[src/rtl/op2_shift_pkg.sv]
// Shared constants for the operand-2 shifter.
// Shift types, FSM states and the step-count width.
package op2_shift_pkg;

  localparam logic [1:0] SH_LSL = 2'b00;
  localparam logic [1:0] SH_LSR = 2'b01;
  localparam logic [1:0] SH_ASR = 2'b10;
  localparam logic [1:0] SH_ROR = 2'b11;

  localparam int CNT_W = 6;

  typedef enum logic [1:0] {
    ST_IDLE   = 2'd0,
    ST_SHIFT  = 2'd1,
    ST_FINISH = 2'd2
  } state_t;

endpackage

[src/rtl/op2_shift_step.sv]
// One bit-step of the operand-2 shifter.
// rrx shifts the incoming carry into the top bit.
module op2_shift_step
  import op2_shift_pkg::*;
#(
  parameter int WIDTH = 32
) (
  input  logic [1:0]       typ,
  input  logic             rrx,
  input  logic [WIDTH-1:0] v,
  input  logic             c,
  output logic [WIDTH-1:0] v_o,
  output logic             c_o
);

  // single-bit shift; carry is always the bit shifted out
  always_comb begin
    v_o = v;
    c_o = c;
    if (rrx) begin
      v_o = {c, v[WIDTH-1:1]};
      c_o = v[0];
    end else begin
      unique case (typ)
        SH_LSL: begin
          v_o = {v[WIDTH-2:0], 1'b0};
          c_o = v[WIDTH-1];
        end
        SH_LSR: begin
          v_o = {1'b0, v[WIDTH-1:1]};
          c_o = v[0];
        end
        SH_ASR: begin
          v_o = {v[WIDTH-1], v[WIDTH-1:1]};
          c_o = v[0];
        end
        SH_ROR: begin
          v_o = {v[0], v[WIDTH-1:1]};
          c_o = v[0];
        end
      endcase
    end
  end

endmodule

[src/rtl/op2_shift_seq.sv]
// Iterative operand-2 shifter with start/busy/done handshake.
// Macro OP2_DBL_STEP_EN: two bit-steps per SHIFT cycle.
module op2_shift_seq
  import op2_shift_pkg::*;
#(
  parameter int WIDTH = 32
) (
  input  logic             clk,
  input  logic             rst,
  input  logic             start,
  input  logic             imm_flag,
  input  logic [11:0]      instr_in,
  input  logic [WIDTH-1:0] rm_in,
  input  logic [7:0]       rs_in,
  input  logic             carry_in,
  output logic             busy,
  output logic             done,
  output logic [WIDTH-1:0] result,
  output logic             carry_out
);

  state_t             state_q, state_d;
  logic [CNT_W-1:0]   cnt_q;
  logic [1:0]         typ_q;
  logic               rrx_q;
  logic [WIDTH-1:0]   v_q;
  logic               c_q;
  logic [WIDTH-1:0]   res_q;
  logic               co_q;
  logic               done_q;

  logic [1:0]         typ_a;
  logic               rrx_a;
  logic [WIDTH-1:0]   v_a;
  logic               c_a;
  logic [CNT_W-1:0]   n_a;

  logic [WIDTH-1:0]   v1;
  logic               c1;
  logic [WIDTH-1:0]   v_nx;
  logic               c_nx;
  logic [CNT_W-1:0]   dec;
  logic               last;

  // decode effective type, start value and step count
  always_comb begin
    typ_a = instr_in[6:5];
    rrx_a = 1'b0;
    v_a   = rm_in;
    c_a   = carry_in;
    n_a   = '0;
    if (imm_flag) begin
      typ_a = SH_ROR;
      v_a   = {{(WIDTH-8){1'b0}}, instr_in[7:0]};
      n_a   = {1'b0, instr_in[11:8], 1'b0};
    end else if (!instr_in[4]) begin
      if (instr_in[11:7] != 5'd0) begin
        n_a = {1'b0, instr_in[11:7]};
      end else begin
        unique case (instr_in[6:5])
          SH_LSL: n_a = '0;
          SH_LSR: n_a = CNT_W'(32);
          SH_ASR: n_a = CNT_W'(32);
          SH_ROR: begin
            n_a   = CNT_W'(1);
            rrx_a = 1'b1;
          end
        endcase
      end
    end else if (rs_in != 8'd0) begin
      if (instr_in[6:5] == SH_ROR) begin
        if (rs_in[4:0] == 5'd0)
          c_a = rm_in[WIDTH-1];
        else
          n_a = {1'b0, rs_in[4:0]};
      end else begin
        n_a = (rs_in > 8'd33) ? CNT_W'(33)
                              : rs_in[CNT_W-1:0];
      end
    end
  end

  op2_shift_step #(.WIDTH(WIDTH)) u_step0 (
    .typ (typ_q),
    .rrx (rrx_q),
    .v   (v_q),
    .c   (c_q),
    .v_o (v1),
    .c_o (c1)
  );

`ifdef OP2_DBL_STEP_EN
  logic [WIDTH-1:0] v2;
  logic             c2;
  logic             two;

  op2_shift_step #(.WIDTH(WIDTH)) u_step1 (
    .typ (typ_q),
    .rrx (rrx_q),
    .v   (v1),
    .c   (c1),
    .v_o (v2),
    .c_o (c2)
  );

  // take two steps while at least two remain
  always_comb begin
    two  = (cnt_q >= CNT_W'(2));
    v_nx = two ? v2 : v1;
    c_nx = two ? c2 : c1;
    dec  = two ? CNT_W'(2) : CNT_W'(1);
    last = (cnt_q <= CNT_W'(2));
  end
`else
  // one step per cycle
  always_comb begin
    v_nx = v1;
    c_nx = c1;
    dec  = CNT_W'(1);
    last = (cnt_q == CNT_W'(1));
  end
`endif

  // state register
  always_ff @(posedge clk or negedge rst) begin
    if (!rst) state_q <= ST_IDLE;
    else      state_q <= state_d;
  end

  // next-state logic
  always_comb begin
    state_d = state_q;
    unique case (state_q)
      ST_IDLE: begin
        if (start)
          state_d = (n_a == '0) ? ST_FINISH : ST_SHIFT;
      end
      ST_SHIFT: begin
        if (last) state_d = ST_FINISH;
      end
      ST_FINISH: state_d = ST_IDLE;
      default:   state_d = ST_IDLE;
    endcase
  end

  // working registers, published result and done pulse
  always_ff @(posedge clk or negedge rst) begin
    if (!rst) begin
      cnt_q  <= '0;
      typ_q  <= SH_LSL;
      rrx_q  <= 1'b0;
      v_q    <= '0;
      c_q    <= 1'b0;
      res_q  <= '0;
      co_q   <= 1'b0;
      done_q <= 1'b0;
    end else begin
      done_q <= (state_q == ST_FINISH);
      unique case (state_q)
        ST_IDLE: begin
          if (start) begin
            cnt_q <= n_a;
            typ_q <= typ_a;
            rrx_q <= rrx_a;
            v_q   <= v_a;
            c_q   <= c_a;
          end
        end
        ST_SHIFT: begin
          v_q   <= v_nx;
          c_q   <= c_nx;
          cnt_q <= cnt_q - dec;
        end
        ST_FINISH: begin
          res_q <= v_q;
          co_q  <= c_q;
        end
        default: ;
      endcase
    end
  end

  assign busy      = (state_q != ST_IDLE);
  assign done      = done_q;
  assign result    = res_q;
  assign carry_out = co_q;

endmodule
[config.mk]
export PLATFORM = sky130hd
export DESIGN_NAME = op2_shift_seq
export DESIGN_NICKNAME = d
export VERILOG_FILES = /design/src/rtl/op2_shift_pkg.sv /design/src/rtl/op2_shift_step.sv /design/src/rtl/op2_shift_seq.sv
export SDC_FILE = /design/constraint.sdc
export NUM_CORES = 1
export LEC_CHECK = 0
export CAP_MARGIN = 20
export CORE_MARGIN = 1
export CORE_UTILIZATION = 50
export DETAILED_ROUTE_END_ITERATION = 10
export GPL_TIMING_DRIVEN = 1
export PLACE_DENSITY = 0.83
export REMOVE_ABC_BUFFERS = 1
export SLEW_MARGIN = 20
export SYNTH_ARGS = -nofsm -noshare
export SYNTH_HDL_FRONTEND = slang
export SYNTH_SLANG_ARGS = --single-unit
[constraint.sdc]
create_clock -name clk -period 2.1 [get_ports clk]
set_input_delay 0.63 -clock clk [delete_from_list [all_inputs] [get_ports clk]]
set_output_delay 0.63 -clock clk [all_outputs]
set_load 0.03 [all_outputs]
# --- Word-level counts from Yosys, hierarchy flattened ---
# Cells that the tools add are included.
word_totals:
  register_bits: 78
  out_inout_bits: 35
  wordCells: 72
classes:
  eq_ne: 12
  order_cmp: 1
  n_addsub: 1
  n_reduce_logical: 15
  muxes: 33
op_table:
  columns: ["cell", "n"]
  rows:
  - ["$pmux W32 S4", 1]
  - ["$mux W32", 3]
  - ["$pmux W32 S2", 1]
  - ["$mux W6", 7]
  - ["$pmux W6 S3", 1]
  - ["$pmux W6 S2", 1]
  - ["$mux W1", 11]
  - ["$eq A2 B2 Y1 const B", 5]
  - ["$gt A8 B6 Y1 const B", 1]
  - ["$mux W2", 4]
  - ["$reduce_bool A8 Y1", 1]
  - ["$eq A2 B1 Y1 const B", 3]
  - ["$eq A6 B1 Y1 const B", 1]
  - ["$logic_not A2 Y1", 3]
  - ["$logic_not A6 Y1", 1]
  - ["$reduce_and A2 Y1", 3]
  - ["$sub A6 B1 Y6 const B", 1]
  - ["$logic_not A5 Y1", 1]
  - ["$mux W5", 1]
  - ["$reduce_bool A5 Y1", 1]
  - ["$ne A2 B2 Y1 const B", 2]
  - ["$pmux W1 S2", 2]
  - ["$pmux W2 S2", 1]
  - ["$reduce_bool A2 Y1", 2]
  - ["other kinds (4)", 4]

# --- Longest topological paths before layout ---
# Gate-level depths: netlist of run 1.
depth:
  depth_word: 10
  mapped_depth: 6

# --- Cells and area by module ---
# From an unflattened synthesis of run 1, not the netlist that was laid out.
unflattened:
  cells_unflattened: 391
  hier_area_um2: 4164.0
by_module_without_submodules:
  columns: ["mod", "cells_each", "seq_area_each_um2", "instances", "area_each_um2"]
  rows:
  - ["op2_shift_seq", 351, 1951.9, 1, 3727.3]
  - ["op2_shift_step", 40, 0.0, 1, 436.7]

# --- Worst setup path before layout of run 1 ---
# Ideal clock, no wire load.
synth_timing:
  path_kind: "input -> register"
  start: "input instr_in[11]"
  end: "register state_q[1]"
  t_arrival_ps: 1778
  path_slack_ps: 202
  cell_stages: 5
  cell_sequence: "or4_4 -> nor4_2 -> a21oi_1 -> nor3b_1 -> o211a_1"
synth_between:
  elab_chain_cells: 8
synth_lines:
  columns: ["element", "line_no", "rtl"]
  rows:
  - ["start: declaration", "op2_shift_seq.sv:12", "input logic [11:0] instr_in,"]
  - ["$reduce_bool A5 Y1", "op2_shift_seq.sv:57", "if (instr_in[11:7] != 5'd0) begin"]
  - ["$mux W6", "op2_shift_seq.sv:57", null]
  - ["$mux W6", "op2_shift_seq.sv:56", "end else if (!instr_in[4]) begin"]
  - ["$mux W6 *", "op2_shift_seq.sv:52", "if (imm_flag) begin"]
  - ["$logic_not A6 Y1 *", "op2_shift_seq.sv:136", "state_d = (n_a == '0) ? ST_FINISH : ST_SHIFT;"]
  - ["$mux W2 *", "op2_shift_seq.sv:136", null]
  - ["$mux W2 *", "op2_shift_seq.sv:135", "if (start)"]
  - ["$pmux W2 S2 *", "op2_shift_seq.sv:133", "unique case (state_q)"]
  - ["end signal: assignment", "op2_shift_seq.sv:127", "else state_q <= state_d;"]
  - ["end: declaration", "op2_shift_seq.sv:22", "state_t state_q, state_d;"]
# Every way passes the cells marked *; elsewhere a longest branch is shown, timed or not. The select of a mux whose other input is x is not followed.
# A chain may end at the register's enable or synchronous reset.

# --- Worst setup path after layout of run 1 ---
# Same ends and word-level chain as after synthesis.

==> metrics.md, run 1 <==
| Metric | Value |
|---|---|
| CP arrival | 2.31 ns |
| Clock transition at path regs | 0.08 ns |
| Ys flop type | dfrtp_1 |
| Gate power share | 8.4% |
| Initial drt markers | 234 |
| Highest clock rate | 482.8 MHz |
| Relative slew slack | 69.13% |
| Filler instances | 558 |
| Sequential area share after synthesis | 50.19% |
| Worst vdd ir | 0.2770 mV |
| Complex-gate fraction of the synthesized area | 15.80% |
| Fin. max-slew vios | 0 |
| WL per Instance | 16.49 um |
| Yosys cell types | 36 |
| Post-synthesis cell area | 3889 um2 |
| Clock skew | 0.005563 ns |
| Hold Fails Final Rpt | 0 |
| Least-Margin Pin Slew | 0.4630 ns |
| Vias in the first global route | 3,390 |
| Place WS | -0.3564 ns |
| Avg Vias per Cell | 5.750 |
| DR top layer | met4 |
| Mux cell area share after synthesis | 17.25% |
| DRC | 0 |
| Synth warn | 0 |
| Post-synth EDFFs | 0 |
| WL final | 9713 um |
| Seq pwr share | 52.9% |
| Worst setup margin | 0.02876 ns |
| Largest net degree at the start of global routing | 36 |
| Cell Pwr Density | 532.9 nW/um2 |
| Worst EP required | 2.34 ns |
| Layout cells sized above 1 | 18.98% |
| Initial core utilization | 52.77% |
| Setup repair after global routing missed its margin | yes |
| Post-route cell area | 5318 um2 |
| Final min period | 2.071 ns |
| Initial antenna violation count | 0 |
| Synth Register Bits | 78 |
| Die area | 8134 um2 |
| First-pass iteration count of the detailed router | 5 |
| Row cnt | 31 |
| # setup viols final | 0 |
| NetSw | 0.0006474 W |
| Most common cell after layout, fill and taps aside | clkdlybuf4s50_1 |
| Gr usage total | 25.54% |
| Async set-reset flop share out of synthesis | 100.0% |
| Global-route wire length before repair | 16,330 um |
| Crit Path Max Fanout | 3 |
| Max Cap Viol | 0 |
| Routed wl met3 | 567 um |
| Hold Path Class | input port to asynchronous set/reset pin |
| Sw Share | 22.85% |
| Placer Congestion | 0.8698 |
| CTS root buf | clkbuf_8 |
| Leakage | 2.568 nW |
| Post-Syn Instances | 379 |
| Hold buffer count at CTS | 0 |
| Commonest non-fill, non-tap cells in the layout | clkdlybuf4s50_1, dfrtp_1, nand2_1 |
| PortBufs | 91 |
| Reg2reg path depth | 5 |
| CP endpoint kind | register |
| # diodes | 0 |
| Final ANT Viol Nets | 0 |
| Worst setup SP type | input port |
| Fin crit share | 98.63% |
| FF-to-FF Start | state_q[1] |
| Met2 WL | 4933 um |
| Int Pwr | 0.002186 W |
| TritonCTS sink count | 78 |
| Total number of vias | 3,387 |
| DP Area | 5120 um2 |
| Post-Route M1 WL | 4007 um |
| Largest family of logic cells by synthesized area | multiplexers |
| GR Overflow Total | 0 |
| FF-to-FF setup slack | 0.38 ns |
| H-Tree Depth | 3 |
| Layout area overhead | 36.74% |
| TritonCTS clock tree | done |
| Clock Latency Late Sink | 0.35 ns |
| Syn Area/Cell | 10.26 um2 |
| Die W | 90.19 um |
| CTS Buf Count | 9 |
| Number of I/O pins | 92 |
| Die Y | 90.19 um |
| Status | completed |
| Setup CP Type | input port to register |
| Post-detail-place hpwl | 6804 um |
| CTS max path bufs | 2 |
| Final net count | 546 |
| Post-synthesis xor/xnor area fraction | 0% |
| Reg-to-Reg End | cnt_q[5] |
| Adder-cell share of the synthesized area | 1.287% |
| Post-Synth Simple-Gate Area | 12.23% |
| Core Region | 7370 um2 |
| Clk pwr share | 38.7% |
## power by group through the flow
stage,Clock [W],Combinational [W],Sequential [W]
2_1_floorplan,0,0.0000431,0.00153
3_5_place_dp,0,0.000237,0.00153
6_report,0.00110,0.000238,0.00150
4_1_cts,0.00112,0.000238,0.00150
5_1_grt,0.00118,0.000259,0.00150
3_3_place_gp,0,0.000233,0.00153
## cells in the mapped netlist (all sizes together) (6+ instances only)
cell	count	share of area, %
mux2i	22	5.7
inv	6	0.58
a21oi	38	4.9
a31oi	7	1.1
o21ai	16	2.1
a211oi	20	3.9
nand3	6	0.77
nor2	36	3.5
dfrtp	78	50
buf	8	1.0
mux2	40	12
clkbuf	17	1.6
nand2	41	4.0
## what timing repair did
item / in CTS / in global routing
endpoints found under the setup margin: 1 / 2
gates resized for setup: 1 / 1
setup buffers: 0 / 0
## metrics by stage
step                      cells  hold WS [ns]  total power (W)  util [%]  setup TNS (ns)
after floorplan             354        0.3344         0.001574         -          -44.88
after global placement      573        0.4864         0.001763     69.47         -0.8956
after detailed placement    573        0.4932         0.001767     69.47          -1.386
after CTS                   589        0.2309         0.002856     72.04               0
after global routing        589        0.2486         0.002940     72.16        -0.02499
final                       589        0.2274         0.002834     72.16               0
## worst max path at each step
stage / startpoint / endpoint / slack [ns] / cells after the start
floorplan: typ_q[0] / v_q[10] / -1.47 / 3
global placement: instr_in[11] / state_q[1] / -0.29 / 6
detailed placement: instr_in[11] / state_q[1] / -0.36 / 6
CTS: instr_in[11] / state_q[1] / 0.02 / 6
global route: rs_in[4] / state_q[0] / -0.01 / 6
finish: instr_in[11] / state_q[1] / 0.03 / 6
## sequential cells by signal, indices dropped and copies added (netlist names)
name / flops
v_q: 32
typ_q: 2
result: 32
rrx_q: 1
carry_out: 1
state_q: 2
c_q: 1
cnt_q: 6
done: 1
## cells by family after synthesis
| logic type | after synthesis |
|---|---|
| AOI/OAI and AO/OA | 100 |
| adders and majority gates | 4 |
| buffers and inverters | 31 |
| DFF | 78 |
| muxes | 62 |
| and+or+nand+nor | 104 |
## per-layer routing
layer	up-vias	track usage [%]
li1	1581	-
met5	-	0
met3	24	4.315
met4	0	12.10
met1	1638	32.20
met2	144	42.81
## worst max-delay path, cell delays in order
cell and delay (ns):
clkdlybuf4s50_1 0.43, or4_4 0.58, nor4_4 0.18, a21oi_1 0.12
nor3b_1 0.16, o211a_1 0.21
## layout make-up
class	instances	area, um2	share of cell area [%]
Clock inverter	6	62.56	1.176
Tap cell	99	123.9	2.329
Clock buffer	10	127.6	2.400
Multi-Input combinational cell	270	1829	34.40
Sequential cell	78	1952	36.71
Inverter	6	22.52	0.4235
Timing Repair Buffer	120	1200	22.56
Power figures use the tool's default switching activity.
==> run 2, diff against run 1 <==
--- a/config.mk
+++ b/config.mk
@@ -5,6 +5,7 @@
 export SDC_FILE = /design/constraint.sdc
 export NUM_CORES = 1
 export LEC_CHECK = 0
+export ABC_CLOCK_PERIOD_IN_PS = 2100
 export CAP_MARGIN = 20
 export CORE_MARGIN = 1
 export CORE_UTILIZATION = 50
==> results of run 2 <==
Same layout as run 1: the final DEF is identical, and so are final timing and power.
==> run 3, diff against run 2 <==
--- a/config.mk
+++ b/config.mk
@@ -7,11 +7,10 @@
 export LEC_CHECK = 0
 export ABC_CLOCK_PERIOD_IN_PS = 2100
 export CAP_MARGIN = 20
-export CORE_MARGIN = 1
 export CORE_UTILIZATION = 50
 export DETAILED_ROUTE_END_ITERATION = 10
 export GPL_TIMING_DRIVEN = 1
-export PLACE_DENSITY = 0.83
+export PLACE_DENSITY = 0.82
 export REMOVE_ABC_BUFFERS = 1
 export SLEW_MARGIN = 20
 export SYNTH_ARGS = -nofsm -noshare
==> metrics.md, run 3 (synthesis results as in run 1) <==
| Metric | Value |
|---|---|
| Number of I/O pins | 92 |
| Clock transition at path regs | 0.08 ns |
| Commonest non-fill, non-tap cells in the layout | clkdlybuf4s50_1, dfrtp_1, nand2_1 |
| Worst setup SP type | register |
| Setup CP Type | register to output port |
| Max Cap Viol | 0 |
| CP arrival | 1.40 ns |
| Place WS | -0.3224 ns |
| FF-to-FF setup slack | 0.37 ns |
| Filler instances | 528 |
| DR top layer | met4 |
| # diodes | 0 |
| WL per Instance | 16.41 um |
| Initial drt markers | 219 |
| Layout area overhead | 37.19% |
| Die Y | 90.19 um |
| GR Overflow Total | 0 |
| Worst EP required | 1.47 ns |
| Initial core utilization | 52.77% |
| Total number of vias | 3,354 |
| # setup viols final | 0 |
| Crit path depth | 1 |
| CTS max path bufs | 2 |
| Final net count | 546 |
| Hold Path Class | input port to asynchronous set/reset pin |
| Core Region | 7370 um2 |
| CP max-delay cell | clkdlybuf4s50_1 |
| Initial antenna violation count | 0 |
| Met2 WL | 4856 um |
| Max stage delay on crit path | 0.68 ns |
| First-pass iteration count of the detailed router | 4 |
| Clock Latency Late Sink | 0.35 ns |
| Reg-to-Reg End | cnt_q[5] |
| Least-Margin Pin Slew | 0.4675 ns |
| Final ANT Viol Nets | 0 |
| Post-detail-place hpwl | 6762 um |
| Crit Path Max Fanout | 2 |
| Highest clock rate | 492.2 MHz |
| Layout cells sized above 1 | 19.80% |
| Die area | 8134 um2 |
| Cell Pwr Density | 563.7 nW/um2 |
| Vias in the first global route | 3,269 |
| Most common cell after layout, fill and taps aside | clkdlybuf4s50_1 |
| Die W | 90.19 um |
| Fin. max-slew vios | 0 |
| Largest net degree at the start of global routing | 56 |
| Worst setup margin | 0.06810 ns |
| Post-Route M1 WL | 4169 um |
| PortBufs | 91 |
| TritonCTS sink count | 78 |
| CTS Buf Count | 9 |
| Hold Fails Final Rpt | 0 |
| Setup repair after global routing missed its margin | no |
| Fin crit share | 96.76% |
| Global-route wire length before repair | 15,790 um |
| Leakage | 2.610 nW |
| Hold buffer count at CTS | 0 |
| Cell family with most CP delay | buffers and inverters |
| Layout Cells excl Fill | 589 |
| Worst vdd ir | 0.3578 mV |
| Avg Vias per Cell | 5.694 |
| Final min period | 2.032 ns |
| CP Buf/Inv Count | 1 |
| Status | completed |
| Row cnt | 31 |
| H-Tree Depth | 3 |
| CP endpoint kind | output port |
| Crit-path cells | clkdlybuf4s50_1 |
| CTS root buf | clkbuf_8 |
| Relative slew slack | 68.83% |
| Clock skew | 0.008028 ns |
| Reg2reg path depth | 5 |
| DRC | 0 |
| TritonCTS clock tree | done |
| Routed wl met3 | 532 um |
| DP Cell Count | 572 |
| WL final | 9664 um |
| FF-to-FF Start | state_q[1] |
| Placer Congestion | 0.9053 |
| Gr usage total | 24.53% |
run 3: cell types whose count changed in the layout (fill, tap and decap cells not counted), moves of 2 or more:
cell             change
clkbuf_8             +2
buf_12               -4
clkdlybuf4s50_1      -4
dlymetal6s2s_1       +4
buf_4                +4
clkinvlp_4           -2
run 3: worst max-delay path by stage:
stage,from,endpoint,slack (ns)
detailed placement,instr_in[11],state_q[1],-0.32
floorplan,typ_q[0],v_q[10],-1.47
global route,result[8],result[8],0.04
CTS,instr_in[11],state_q[1],0.04
global placement,instr_in[11],state_q[1],-0.28
finish,result[8],result[8],0.07
run 3: layer usage:
layer	global-route usage (%)	vias to the layer above
met3	4.315	11
met1	32.74	1649
met5	0	-
met4	7.796	0
met2	40.71	117
li1	-	1577
run 3: report_power, final:
group          switching, W  internal, W
logic             0.0000967     0.000137
clock network      0.000539     0.000734
registers                 0      0.00150
total              0.000635      0.00237
run 3: what timing repair did:
item                       CTS  global route
pin swaps                    0             3
gates resized for setup      1             8
setup endpoints to repair    1             1
setup buffers                0             1
run 3: cell type report:
cell class              count  area [um2]  area share [%]
well taps                  99       123.9           2.322
inverters                   6       22.52          0.4221
clock inverters             5       81.33           1.524
clock buffers              11       151.4           2.838
repair buffers            120        1160           21.74
multi-input cells         270        1844           34.57
flip-flops and latches     78        1952           36.59
run 3: through the flow:
stage                     instance area (um2)  power, W  util [%]  setup TNS, ns  hold slack (ns)
final                                    5335  0.003007     72.39              0           0.1763
after CTS                                5294  0.003022     71.83              0           0.1795
after global routing                     5335  0.003106     72.39              0           0.1881
after global placement                   5062  0.001759     68.69         -1.269           0.4865
after floorplan                          3785  0.001574         -         -44.88           0.3344
after detailed placement                 5062  0.001760     68.69         -2.254           0.4938
